**config.mk**
```make
export PLATFORM = sky130hd
export DESIGN_NAME = sequence_generator
export DESIGN_NICKNAME = d
export VERILOG_FILES = /design/src/rtl/sequence_generator_pkg.sv /design/src/rtl/sequence_generator_lfsr8.sv /design/src/rtl/sequence_generator.sv
export SDC_FILE = /design/constraint.sdc
export NUM_CORES = 1
export LEC_CHECK = 0
export ABC_AREA = 1
export BUFFER_PORTS_ARGS = -buffer_cell sky130_fd_sc_hd__buf_2
export CORE_AREA = 2 2 81 83
export CTS_BUF_LIST = sky130_fd_sc_hd__clkbuf_16
export DETAILED_ROUTE_END_ITERATION = 6
export DIE_AREA = 0 0 83 85
export PLACE_DENSITY = 0.43
export SLEW_MARGIN = 5
export SYNTH_ARGS = -nofsm -noshare
export SYNTH_HDL_FRONTEND = slang
export SYNTH_SLANG_ARGS = --single-unit
```
**constraint.sdc**
```tcl
create_clock -name clk -period 1.99 [get_ports clk]
set_clock_uncertainty 0.15 [all_clocks]
set_input_delay 0.0995 -clock clk [delete_from_list [all_inputs] [get_ports clk]]
set_output_delay 0.0995 -clock clk [all_outputs]
set_load 0.01 [all_outputs]
```
**src/rtl/sequence_generator_pkg.sv**
```systemverilog
// Shared types and constants for the serial sequence generator.
// The LFSR constants are only consumed when SEQUENCE_GENERATOR_LFSR_EN is defined.
package sequence_generator_pkg;

    typedef enum logic [1:0] {
        IDLE = 2'd0,
        SEND = 2'd1,
        GAP  = 2'd2
    } state_t;

    localparam logic [7:0] LFSR_SEED = 8'hA5;
    // x^8 + x^6 + x^5 + x^4 + 1 expressed as a tap mask over state bits 7..0.
    localparam logic [7:0] LFSR_TAPS = 8'hB8;

endpackage

```
**src/rtl/sequence_generator_lfsr8.sv**
```systemverilog
// 8-bit Fibonacci LFSR that steps only when advance is high.
// Reset loads LFSR_SEED; there is no other reseed path.
module lfsr8
    import sequence_generator_pkg::*;
(
    input  logic       clk,
    input  logic       rst,
    input  logic       advance,
    output logic [7:0] state
);

    always_ff @(posedge clk or posedge rst) begin
        if (rst) begin
            state <= LFSR_SEED;
        end else if (advance) begin
            state <= {state[6:0], ^(state & LFSR_TAPS)};
        end
    end

endmodule

```
**src/rtl/sequence_generator.sv**
```systemverilog
// Serial pattern transmitter: sends a latched pattern MSB-first, reps times, with gap bits between.
// Define SEQUENCE_GENERATOR_LFSR_EN to fill gaps from an 8-bit LFSR instead of constant zero.
module sequence_generator
    import sequence_generator_pkg::*;
#(
    parameter int PAT_W = 4,
    parameter int REP_W = 8,
    parameter int GAP_W = 4
) (
    input  logic             clk,
    input  logic             rst,
    input  logic             start,
    input  logic             abort,
    input  logic [PAT_W-1:0] pattern,
    input  logic [REP_W-1:0] reps,
    input  logic [GAP_W-1:0] gap,
    output logic             out_seq,
    output logic             out_valid,
    output logic             frame_start,
    output logic             busy,
    output logic             done
);

    localparam int IDX_W = $clog2(PAT_W);
    localparam logic [IDX_W-1:0] IDX_MSB = IDX_W'(PAT_W - 1);

    state_t             state_reg;
    logic [PAT_W-1:0]   pattern_reg;
    logic [REP_W-1:0]   rep_reg;
    logic [GAP_W-1:0]   gap_reg;
    logic [GAP_W-1:0]   gap_cnt_reg;
    logic [IDX_W-1:0]   idx_reg;
    logic               filler_bit;

`ifdef SEQUENCE_GENERATOR_LFSR_EN
    logic [7:0] lfsr_state;
    logic       lfsr_advance;

    // Step exactly when the next registered output bit is a gap bit, so each gap
    // bit consumes one fresh LFSR value starting from the current state.
    assign lfsr_advance = !abort &&
        (((state_reg == SEND) && (idx_reg == '0) && (rep_reg != REP_W'(1)) && (gap_reg != '0)) ||
         ((state_reg == GAP) && (gap_cnt_reg != GAP_W'(1))));

    lfsr8 u_lfsr8 (
        .clk     (clk),
        .rst     (rst),
        .advance (lfsr_advance),
        .state   (lfsr_state)
    );

    assign filler_bit = lfsr_state[0];
`else
    assign filler_bit = 1'b0;
`endif

    // Registers describe the bit currently on out_seq; idx_reg is that bit's position.
    always_ff @(posedge clk or posedge rst) begin
        if (rst) begin
            state_reg   <= IDLE;
            pattern_reg <= '0;
            rep_reg     <= '0;
            gap_reg     <= '0;
            gap_cnt_reg <= '0;
            idx_reg     <= '0;
            out_seq     <= 1'b0;
            out_valid   <= 1'b0;
            frame_start <= 1'b0;
            busy        <= 1'b0;
            done        <= 1'b0;
        end else begin
            done        <= 1'b0;
            frame_start <= 1'b0;
            if (abort) begin
                state_reg <= IDLE;
                out_seq   <= 1'b0;
                out_valid <= 1'b0;
                busy      <= 1'b0;
            end else begin
                case (state_reg)
                    IDLE: begin
                        out_seq   <= 1'b0;
                        out_valid <= 1'b0;
                        busy      <= 1'b0;
                        if (start) begin
                            pattern_reg <= pattern;
                            rep_reg     <= reps;
                            gap_reg     <= gap;
                            if (reps == '0) begin
                                done <= 1'b1;
                            end else begin
                                state_reg   <= SEND;
                                idx_reg     <= IDX_MSB;
                                out_seq     <= pattern[PAT_W-1];
                                out_valid   <= 1'b1;
                                frame_start <= 1'b1;
                                busy        <= 1'b1;
                            end
                        end
                    end
                    SEND: begin
                        if (idx_reg != '0) begin
                            idx_reg <= idx_reg - IDX_W'(1);
                            out_seq <= pattern_reg[idx_reg - IDX_W'(1)];
                        end else begin
                            rep_reg <= rep_reg - REP_W'(1);
                            if (rep_reg == REP_W'(1)) begin
                                state_reg <= IDLE;
                                out_seq   <= 1'b0;
                                out_valid <= 1'b0;
                                busy      <= 1'b0;
                                done      <= 1'b1;
                            end else if (gap_reg != '0) begin
                                state_reg   <= GAP;
                                gap_cnt_reg <= gap_reg;
                                out_seq     <= filler_bit;
                            end else begin
                                idx_reg     <= IDX_MSB;
                                out_seq     <= pattern_reg[PAT_W-1];
                                frame_start <= 1'b1;
                            end
                        end
                    end
                    GAP: begin
                        if (gap_cnt_reg != GAP_W'(1)) begin
                            gap_cnt_reg <= gap_cnt_reg - GAP_W'(1);
                            out_seq     <= filler_bit;
                        end else begin
                            state_reg   <= SEND;
                            idx_reg     <= IDX_MSB;
                            out_seq     <= pattern_reg[PAT_W-1];
                            frame_start <= 1'b1;
                        end
                    end
                    default: begin
                        state_reg <= IDLE;
                        out_seq   <= 1'b0;
                        out_valid <= 1'b0;
                        busy      <= 1'b0;
                    end
                endcase
            end
        end
    end

endmodule
```
==> run metrics <==
max incr delay on CP=0.42 ns; global-route wire length before repair=6.67 mm; Boundary Pins=25; R2R Path End=rep_reg[1]; # rows=29; Fin Hold WS=0.0262 ns; number of synthesized register bits=28; Buffers on Ports=24; post-route insts no fill=between 300 and 400; vias in the first global route=1454; EDFF count, synth=0; maximum vdd drop=approximately 0.49 mV; largest net degree at the start of global routing=29; Setup TNS Final=0 ns; TritonCTS Buffers=3; DR vias/cell=roughly 4.4; sequential share of the synthesized area=around two fifths; crit-path cells=inv_1 > ha_1 > inv_1 > nand2_1 > nand2_2 > inv_2 > o211ai_1 > o21ai_0; number of vias in the routed layout=around 1500; wire per inst=10.6 um; fraction of layout cells with a size suffix above 1=approximately 17%; crit path launch type=register; fin crit period=around 1.7 ns; CP arrival=1.66 ns; HP Start=reps[5]; Synth top area share=41.2%; Initial DRT Pass Iterations=4; max FFs per register=8; M1 GR Usage=about 16%; Tcrit/Tclk final=84.4%; Post-DRT Antenna Nets=0; DIE AREA=0.00706 mm^2; GR Util met3=1.65%; CTS tree=built; HPWL Detailed=2.89 mm; Max Fanout on Critical Path=9; Worst Hold Depth=5; critical path class=register to register; Slew @ Worst Pin=between 0.3 and 0.4 ns; Total Routing Usage GR=between 10% and 20%; Cells after Synth=~240; post-synthesis cell area=0.00170 mm^2; max cap viols=0; Total Wirelength=3.74 mm; CTS max path bufs=2; root buf cell=clkbuf_16; Synth area leaders=dfrtp_1 (41%), nand2_1 (16%), inv_1 (8.4%), nand3_1 (5.3%), o21ai_0 (5.0%); worst path required time=1.97 ns; RSZ-0062 raised after global routing=no; gr busiest metal=met2; leakage power=1.14 nW; setup bufs post-CTS=0; max-slew violations=0; FF-to-FF Start=idx_reg[0]; Top FF cell, synth=dfrtp_1; Layout Nets=301; n_diodes=0; part of the power in combinational logic=roughly 45%; Slew headroom=75.5%; die width=83 um; clk_lat worst skew=0.26 ns; count leader, synth=nand2_1; synth cell count leaders=nand2_1 (71), inv_1 (38), dfrtp_1 (28); initial antenna violation count=0; crit end category=register; final setup violation count=0; Core Box Area=approximately 0.0062 mm^2; r2r worst-path depth=8; RePlAce Congestion=about 0.77; Post-synth ARST share=100%; cts hold-fix bufs=12; hold endpoint=rep_reg[5]; Synth warnings=0; CTS H-tree depth=1; die height=~85 um; Pint=1.54 mW; Switching Fraction=41.4%; Layout area overhead=23.7%; Hold Violations, Final=0; Syn Area/Cell=7.20 um^2; PwrDens=between 1000 and 1500 mW/mm^2; post-CTS sizing=0; CP dominant cell by count=inv_1; Sequential Power Share=~38%; flop-to-flop setup slack=just over 0.3 ns; Hold Crit Class=input pin to register; GR Util met2=18.7%; initial core utilization=a little over a quarter; maximum clock frequency=595 MHz; Syn Nets=261; residual DRC count=0; clk sinks=28; P_sw=approximately 1.1 mW; placed insts=336; worst-path cell with the longest stage delay=dfrtp_1; Synth area leader=dfrtp_1; Iter 0 DRT Violations=48; clock-pin slew on the worst setup and hold paths=0.07 ns; # fillers=681; result of the run=completed; Cell variety after synth=24; Clock Power Share=17.2%; grt total ovfl=0
-- per-layer routing --
layer  wire (um)  share of wire (%)
met1        1860                 50
met2        1730                 46
met3         101                2.7
met4          42                1.1
met5           0                  0
-- cell type report --
type / count / area, um^2 / area share [%]
multi-input combinational: 161 / 810 / 38.5
inverter: 44 / 165 / 7.86
sequential: 28 / 701 / 33.3
tap: 77 / 96.3 / 4.58
clock buffer: 3 / 75.1 / 3.57
timing repair buffer: 38 / 255 / 12.1
-- through the flow --
stage               worst slack (ns)  instance area [um^2]  utilization (%)  total power, mW
floorplan                      0.547                  1700                -             1.89
global placement               0.289                  1910             30.7             2.18
detailed placement             0.302                  1910             30.7             2.18
CTS                            0.288                  2100             33.9             2.67
global route                   0.104                  2100             33.9             2.91
finish                         0.310                  2100             33.9             2.62
-- cells by family (layout without fill, tap and decap cells) --
family | count (synthesis) | count (layout) | share of synthesized area (%)
and+or+nand+nor | 117 | 117 | 30.0
buffers and inverters | 47 | 85 | 11.1
AOI/OAI and AO/OA | 34 | 34 | 10.4
DFF | 28 | 28 | 41.2
adders and majority gates | 5 | 5 | 3.68
muxes | 4 | 4 | 3.09
xor gates and xnor gates | 1 | 1 | 0.516
-- cell usage in the layout, fill, tap and decap left out, drive strengths merged --
cell,instances
nand2,76
inv,44
dfrtp,28
buf,26
nand3,18
nor2,18
o21ai,17
a21oi,14
dlygate4sd3,12
ha,5
mux2,4
nand4,3
clkbuf,3
o211ai,2
nand3b,1
xor2,1
nor3,1
o22ai,1
-- worst max-delay path, delay by kind of cell, from the launching register on --
family / cells / cell delay, ns
fa+ha+maj: 1 / 0.20
flops: 1 / 0.42
simple gates: 2 / 0.29
compound gates: 2 / 0.20
buf+inv: 3 / 0.29
-- power by group through the flow --
stage	logic, mW	clock network (mW)	registers, mW
after floorplan	0.930	0	0.963
after global routing	1.37	0.499	1.03
after global placement	1.18	0	1.01
after detailed placement	1.17	0	1.01
final	1.18	0.450	0.994
after CTS	1.20	0.475	0.996
-- worst max path at each step --
stage | start | to | slack, ns | cells after the start
3_5_place_dp | idx_reg[0] | rep_reg[1] | 0.30 | 8
4_1_cts | idx_reg[0] | rep_reg[1] | 0.29 | 8
5_1_grt | idx_reg[0] | rep_reg[1] | 0.10 | 8
6_report | idx_reg[0] | rep_reg[1] | 0.31 | 8
3_3_place_gp | idx_reg[0] | rep_reg[1] | 0.29 | 8
2_1_floorplan | idx_reg[0] | rep_reg[1] | 0.55 | 8
Note: power is estimated with default switching activity, not from simulation.
